$ cat src/rtl/disp_pkg.sv
// -----------------------------------------------------------------------------
// disp_pkg
// Shared constants and types for the HH:MM 7-segment scan display.
//   SEG_BLANK  - all segments off (active-low bus {g,f,e,d,c,b,a})
//   SEG_DASH   - only segment g lit, shown for non-BCD digit values
//   DIGIT_SEG  - active-low patterns for digits 0..9 (entry N = digit N)
//   dig_idx_e  - scan slot index, also the anode bit number of each digit
// -----------------------------------------------------------------------------
package disp_pkg;

    localparam logic [6:0] SEG_BLANK = 7'h7F;
    localparam logic [6:0] SEG_DASH  = 7'h3F;

    // Packed so entry 9 is the leftmost element of the literal.
    localparam logic [9:0][6:0] DIGIT_SEG = {
        7'h10,  // 9
        7'h00,  // 8
        7'h78,  // 7
        7'h02,  // 6
        7'h12,  // 5
        7'h19,  // 4
        7'h30,  // 3
        7'h24,  // 2
        7'h79,  // 1
        7'h40   // 0
    };

    typedef enum logic [1:0] {
        DIG_MIN_ONES = 2'd0,
        DIG_MIN_TENS = 2'd1,
        DIG_HR_ONES  = 2'd2,
        DIG_HR_TENS  = 2'd3
    } dig_idx_e;

endpackage

$ cat src/rtl/bcd_to_seg.sv
// -----------------------------------------------------------------------------
// bcd_to_seg
// Combinational BCD digit to active-low 7-segment pattern. Values above 9
// decode to a dash so a corrupted upstream counter is visible on the display.
// Ports:
//   bcd  in  [3:0]  BCD digit
//   seg  out [6:0]  segments {g,f,e,d,c,b,a}, active-low
// -----------------------------------------------------------------------------
module bcd_to_seg
    import disp_pkg::*;
(
    input  logic [3:0] bcd,
    output logic [6:0] seg
);

    always_comb begin
        seg = SEG_DASH;
        if (bcd <= 4'd9) begin
            seg = DIGIT_SEG[bcd];
        end
    end

endmodule

$ cat src/rtl/hhmm_display_scan.sv
// -----------------------------------------------------------------------------
// hhmm_display_scan
// Time-multiplexes the four BCD digits HH:MM onto one common-anode 7-segment
// bank. All four digits are snapshotted together when a new scan frame starts,
// so a count change never tears within a frame. Each digit slot opens with a
// GUARD-cycle blanking interval (all anodes off) to suppress ghosting, and the
// hours-tens leading zero is blanked. The colon is the dp of the hours-ones
// digit.
//
// Optional build macro DISP_COLON_BLINK_EN: when defined, the colon blinks
// with a half-period of BLINK_DIV clocks; otherwise it is steadily lit.
//
// Parameters:
//   REFRESH_DIV  clk cycles per digit slot (>= 2)
//   GUARD        blanked cycles at the start of each slot (< REFRESH_DIV)
//   BLINK_DIV    clk cycles per colon half-period (blink builds only)
// Ports:
//   clk         in         system clock, rising edge
//   reset_n     in         synchronous active-low reset
//   hours_ones  in  [3:0]  BCD hours ones
//   hours_tens  in  [3:0]  BCD hours tens
//   min_ones    in  [3:0]  BCD minutes ones
//   min_tens    in  [3:0]  BCD minutes tens
//   seg         out [6:0]  segments {g,f,e,d,c,b,a}, active-low
//   dp          out        decimal point / colon, active-low
//   an          out [3:0]  anode enables, active-low; an[0]=min_ones..an[3]=hours_tens
// -----------------------------------------------------------------------------
module hhmm_display_scan
    import disp_pkg::*;
#(
    parameter int REFRESH_DIV = 100000,
    parameter int GUARD       = 2,
    parameter int BLINK_DIV   = 50000000
) (
    input  logic       clk,
    input  logic       reset_n,
    input  logic [3:0] hours_ones,
    input  logic [3:0] hours_tens,
    input  logic [3:0] min_ones,
    input  logic [3:0] min_tens,
    output logic [6:0] seg,
    output logic       dp,
    output logic [3:0] an
);

    localparam int                CNT_W     = (REFRESH_DIV > 1) ? $clog2(REFRESH_DIV) : 1;
    localparam logic [CNT_W-1:0]  CNT_LAST  = CNT_W'(REFRESH_DIV - 1);
    localparam logic [CNT_W-1:0]  CNT_GUARD = CNT_W'(GUARD);
    // An illegal configuration keeps the bank dark instead of scanning garbage.
    localparam bit                CFG_OK    = (REFRESH_DIV >= 2) && (GUARD < REFRESH_DIV)
                                              && (BLINK_DIV >= 2);

    logic [CNT_W-1:0] cnt_q, cnt_d;
    logic [1:0]       idx_q, idx_d;
    logic [3:0][3:0]  snap_q, snap_d;   // [idx] -> digit, same order as the anodes
    logic [3:0]       an_q, an_d;
    logic [6:0]       seg_q, seg_d;
    logic             dp_q, dp_d;

    logic             slot_end;
    logic             frame_end;
    logic [3:0]       cur_digit;
    logic [6:0]       cur_seg;
    logic             colon_on;

`ifdef DISP_COLON_BLINK_EN
    localparam int               BLK_W    = (BLINK_DIV > 1) ? $clog2(BLINK_DIV) : 1;
    localparam logic [BLK_W-1:0] BLK_LAST = BLK_W'(BLINK_DIV - 1);

    logic [BLK_W-1:0] blink_cnt_q, blink_cnt_d;
    logic             phase_q, phase_d;

    always_comb begin
        blink_cnt_d = blink_cnt_q + BLK_W'(1);
        phase_d     = phase_q;
        if (blink_cnt_q == BLK_LAST) begin
            blink_cnt_d = '0;
            phase_d     = ~phase_q;
        end
    end

    assign colon_on = phase_q;
`else
    assign colon_on = 1'b1;
`endif

    assign cur_digit = snap_q[idx_q];

    bcd_to_seg u_bcd_to_seg (
        .bcd (cur_digit),
        .seg (cur_seg)
    );

    always_comb begin
        slot_end  = (cnt_q == CNT_LAST);
        frame_end = slot_end && (idx_q == DIG_HR_TENS);

        cnt_d  = slot_end ? '0 : cnt_q + CNT_W'(1);
        idx_d  = slot_end ? idx_q + 2'd1 : idx_q;
        snap_d = frame_end ? {hours_tens, hours_ones, min_tens, min_ones} : snap_q;

        // Outputs are built from the pre-edge state, so they trail cnt/idx by one clock.
        an_d  = 4'b1111;
        seg_d = SEG_BLANK;
        dp_d  = 1'b1;
        if (CFG_OK && (cnt_q >= CNT_GUARD)) begin
            an_d[idx_q] = 1'b0;
            seg_d       = cur_seg;
            // Leading-zero blank keeps the anode on so slot brightness stays uniform.
            if ((idx_q == DIG_HR_TENS) && (cur_digit == 4'd0)) begin
                seg_d = SEG_BLANK;
            end
            dp_d = !((idx_q == DIG_HR_ONES) && colon_on);
        end
    end

    always_ff @(posedge clk) begin
        if (!reset_n) begin
            cnt_q  <= '0;
            idx_q  <= '0;
            snap_q <= '0;
            an_q   <= 4'b1111;
            seg_q  <= SEG_BLANK;
            dp_q   <= 1'b1;
        end else begin
            cnt_q  <= cnt_d;
            idx_q  <= idx_d;
            snap_q <= snap_d;
            an_q   <= an_d;
            seg_q  <= seg_d;
            dp_q   <= dp_d;
        end
    end

`ifdef DISP_COLON_BLINK_EN
    always_ff @(posedge clk) begin
        if (!reset_n) begin
            blink_cnt_q <= '0;
            phase_q     <= 1'b0;
        end else begin
            blink_cnt_q <= blink_cnt_d;
            phase_q     <= phase_d;
        end
    end
`endif

    assign an  = an_q;
    assign seg = seg_q;
    assign dp  = dp_q;

endmodule

$ cat config.mk
export PLATFORM = sky130hd
export DESIGN_NAME = hhmm_display_scan
export DESIGN_NICKNAME = d
export VERILOG_FILES = /design/src/rtl/disp_pkg.sv /design/src/rtl/bcd_to_seg.sv /design/src/rtl/hhmm_display_scan.sv
export SDC_FILE = /design/constraint.sdc
export NUM_CORES = 1
export LEC_CHECK = 0
export ABC_AREA = 0
export CAP_MARGIN = 10
export CORE_MARGIN = 3
export CORE_UTILIZATION = 54
export DETAILED_ROUTE_END_ITERATION = 10
export GPL_TIMING_DRIVEN = 1
export PLACE_DENSITY = 0.76
export SYNTH_ARGS = -nofsm -noshare
export SYNTH_HDL_FRONTEND = slang
export SYNTH_SLANG_ARGS = --single-unit
$ cat constraint.sdc
create_clock -name clk -period 2.8 [get_ports clk]
set_clock_uncertainty 0.1 [all_clocks]
set_input_delay 0.56 -clock clk [delete_from_list [all_inputs] [get_ports clk]]
set_output_delay 0.56 -clock clk [all_outputs]
set_load 0.03 [all_outputs]
==> flow_metrics.env <==
export IMPL_run_status="complete, no violations"
export IMPL_drcViolationCount=0
export IMPL_worst_r2r_startpoint="idx_q[0]"
export IMPL_grt_pass1_vias=1686
export IMPL_grt_ovfl_total=0
export IMPL_holdCritStartpoint="snap_q[0]"
export IMPL_critPathRequiredTime_ns=2.86
export IMPL_placement_rows=22
export IMPL_synth_async_sr_flop_share_pct=0
export IMPL_finalSetupTns_ns=0
export IMPL_reg2reg_setup_slack_ns=0.37
export IMPL_cts_hold_repair_buffers=0
export IMPL_via_per_inst=5.93
export IMPL_final_min_period_over_clock_period_pct=86.9
export IMPL_ys_warnings_count=0
export IMPL_criticalPathCategory="reg2reg"
export IMPL_route_vias_total=1885
export IMPL_layout_common_cells="sky130_fd_sc_hd__dfxtp_1 (46), sky130_fd_sc_hd__clkdlybuf4s50_1 (29), sky130_fd_sc_hd__o21ai_0 (24), sky130_fd_sc_hd__a21oi_1 (24), sky130_fd_sc_hd__nand4_1 (23)"
export IMPL_clock_network_power_share_pct=36.9
export IMPL_synthesis_instances=243
export IMPL_clock_tree_htree_level_count=2
export IMPL_max_stage_delay_ns=0.66
export IMPL_total_length_of_routed_wires_um=4830
export IMPL_initial_core_util_pct=58.3
export IMPL_gr_usage_all_layers_pct=20.3
export IMPL_floorplan_core_area_sq_mm=0.00383
export IMPL_final_common_cell="sky130_fd_sc_hd__dfxtp_1"
export IMPL_synth_fp_nets=271
export IMPL_timing_worst_slew_pin_value_ns=0.591
export IMPL_post_synth_cell_types=37
export IMPL_minimum_clock_period_after_layout_ns=2.43
export IMPL_seq_power_share_pct=53.8
export IMPL_numCtsBuffers=5
export IMPL_worst_path_arrival_time_ns=2.50
export IMPL_globalplace_congestion=0.859
export IMPL_cts_setup_buffers=0
export IMPL_ys_seq_elements=46
export IMPL_fillCellCount=332
export IMPL_worst_setup_hold_path_clk_slew_ns=0.08
export IMPL_setup_viol_count_final=0
export IMPL_cellPowerDensity_mw_per_mm2=478
export IMPL_num_io_pins=30
export IMPL_crit_family="multiplexers"
export IMPL_number_of_nets_still_failing_antenna_checks_after_routing=0
export IMPL_nets=297
export IMPL_timing_hold_ws_ns=0.383
export IMPL_switching_share_pct=22.7
export IMPL_drive_gt1_share_pct=8.15
export IMPL_layout_area_overhead_vs_synth_pct=18.3
export IMPL_syn_area_per_cell_sq_um=9.19
export IMPL_p_sw_w=0.000287
export IMPL_timing_final_max_slew_violations=0
export IMPL_pin_count_of_the_biggest_net_entering_global_routing=21
export IMPL_cp_end_kind="flip-flop"
export IMPL_top_ff_cell_synth="sky130_fd_sc_hd__dfxtp_1"
export IMPL_numPortBuffers=29
export IMPL_synth_enable_flop_cells=0
export IMPL_drv_max_cap_violation_count=0
export IMPL_post_drt_wl_per_cell_um=15.2
export IMPL_grt_first_pass_wirelength_um=8050
export IMPL_synth_sequential_area_ratio_pct=41.3
export IMPL_antenna_found_initial=0
export IMPL_firstDrtPassIters=4
export IMPL_hpwl_um=3430
export IMPL_min_to="snap_q[0]"
export IMPL_tritoncts="done"
export IMPL_critPathMaxFanout=8
export IMPL_cts_repair_resized=0
export IMPL_ir_drop_mv=0.307
export IMPL_die_y_um=70.3
export IMPL_ctsRootBufferMaster="sky130_fd_sc_hd__clkbuf_8"
export IMPL_die_area_sq_mm=0.00494
export IMPL_die_width_um=70.3
export IMPL_hold_violations=0
export IMPL_hold_depth=2
export IMPL_maxSlewHeadroom_pct=60.3
export IMPL_r2r_cells=6
export IMPL_cell_chain_of_the_critical_path="mux4_1 > inv_1 > ha_1 > o21bai_4 > a221oi_4 > o2111ai_2"
export IMPL_cts_num_sinks=46
export IMPL_class_of_the_worst_hold_path="reg2reg"
export IMPL_clock_fmax_ghz=0.411
export IMPL_worstPathBufferInverterCount=1
export IMPL_clock_tree_buffer_depth=2
export IMPL_p_int_w=0.000976
export IMPL_drt_initial_violations=143
export IMPL_power_share_combinational_pct=9.3
export IMPL_clkLatencyLatePin_ns=0.30
export IMPL_leakage_nw=0.914
export IMPL_worst_path_cell_with_the_longest_stage_delay="sky130_fd_sc_hd__mux4_1"
export IMPL_start_kind="flip-flop"
export IMPL_regToRegEndpoint="seg[4]"
export IMPL_syn_cell_area_sq_mm=0.00223
export IMPL_rsz_0062_raised_after_global_routing="no"
export IMPL_antenna_cells=0
==> power groups by stage <==
stage	clock (W)	combinational, W	sequential, W
after floorplan	0	0.0000386	0.000716
after global placement	0	0.000115	0.000694
after detailed placement	0	0.000117	0.000695
after CTS	0.000470	0.000118	0.000679
after global routing	0.000498	0.000125	0.000682
final	0.000466	0.000117	0.000679
==> flip-flops by register name (all words and copies together) (netlist names) <==
| signal | flops |
|---|---|
| an | 4 |
| snap_q | 16 |
| seg | 7 |
| cnt_q | 17 |
| idx_q | 2 |
==> cell type report <==
class                      count  area (sq um)  share of cell area, %
inverter                       9          33.8                   1.28
timing repair buffer          34           328                   12.4
tap                           48          60.1                   2.27
multi-input combinational    173          1190                   45.0
clock buffer                   8           110                   4.17
sequential                    46           921                   34.9
==> Yosys cell counts (2+ instances only) <==
cell type	n	share of area, %
sky130_fd_sc_hd__and4_1	2	0.78
sky130_fd_sc_hd__inv_1	9	1.5
sky130_fd_sc_hd__buf_6	2	1.0
sky130_fd_sc_hd__mux4_2	2	2.0
sky130_fd_sc_hd__and3_1	3	0.84
sky130_fd_sc_hd__nor4_1	2	0.56
sky130_fd_sc_hd__nand3_1	14	3.1
sky130_fd_sc_hd__nand2_1	14	2.4
sky130_fd_sc_hd__a21oi_1	24	5.4
sky130_fd_sc_hd__xor2_1	7	2.7
sky130_fd_sc_hd__xnor2_1	4	1.6
sky130_fd_sc_hd__or3_1	3	0.84
sky130_fd_sc_hd__nor2_1	18	3.0
sky130_fd_sc_hd__ha_1	10	5.6
sky130_fd_sc_hd__buf_4	4	1.3
sky130_fd_sc_hd__o21ai_0	24	5.4
sky130_fd_sc_hd__nand4_1	23	6.4
sky130_fd_sc_hd__dfxtp_1	46	41
sky130_fd_sc_hd__mux4_1	3	3.5
sky130_fd_sc_hd__nor3_1	2	0.45
sky130_fd_sc_hd__clkbuf_1	7	1.2
sky130_fd_sc_hd__or4_1	4	1.3
sky130_fd_sc_hd__o211ai_1	2	0.67
==> stage by stage <==
step	utilization, %	total power [W]	setup slack [ns]	cells	area [sq um]
global placement	66.2	0.000809	0.470	310	2530
global route	69.0	0.00130	0.161	318	2640
CTS	69.0	0.00127	0.383	318	2640
floorplan	-	0.000755	0.616	243	2230
detailed placement	66.2	0.000811	0.391	310	2530
finish	69.0	0.00126	0.368	318	2640
==> worst reg2reg max path, stage by stage, from the launching register on <==
cell and delay [ns]:
sky130_fd_sc_hd__dfxtp_1 0.54, sky130_fd_sc_hd__mux4_1 0.66, sky130_fd_sc_hd__inv_1 0.13, sky130_fd_sc_hd__ha_1 0.25, sky130_fd_sc_hd__o21bai_4 0.10, sky130_fd_sc_hd__a221oi_4 0.37, sky130_fd_sc_hd__o2111ai_2 0.15
==> metal layers <==
| metal | GRT usage, % | share of wire (%) | up-vias |
|---|---|---|---|
| li1 | - | - | 939 |
| met1 | 28.3 | 48 | 871 |
| met2 | 30.1 | 44 | 66 |
| met3 | 5.18 | 5.7 | 9 |
| met4 | 7.66 | 2.1 | 0 |
| met5 | 0 | 0 | - |
==> kinds of logic (layout without fill, tap and decap cells) <==
| logic type | Yosys count | count (layout) | share of synthesized area, % |
|---|---|---|---|
| buffers and inverters | 24 | 51 | 5.49 |
| adders and majority gates | 10 | 10 | 5.61 |
| and+or+nand+nor | 91 | 91 | 22.1 |
| muxes | 6 | 6 | 6.00 |
| AOI/OAI and AO/OA | 55 | 55 | 15.2 |
| xor gates and xnor gates | 11 | 11 | 4.32 |
| DFF | 46 | 46 | 41.3 |
==> how the worst max path moves through the flow <==
stage               startpoint  endpoint  depth (start not counted)
finish                idx_q[0]    seg[4]                          6
floorplan             idx_q[0]    seg[4]                          7
global route          idx_q[0]    seg[4]                          6
CTS                   idx_q[0]    seg[4]                          6
global placement      idx_q[0]    seg[4]                          6
detailed placement    idx_q[0]    seg[3]                          6
Note: power is estimated with default switching activity, not from simulation.
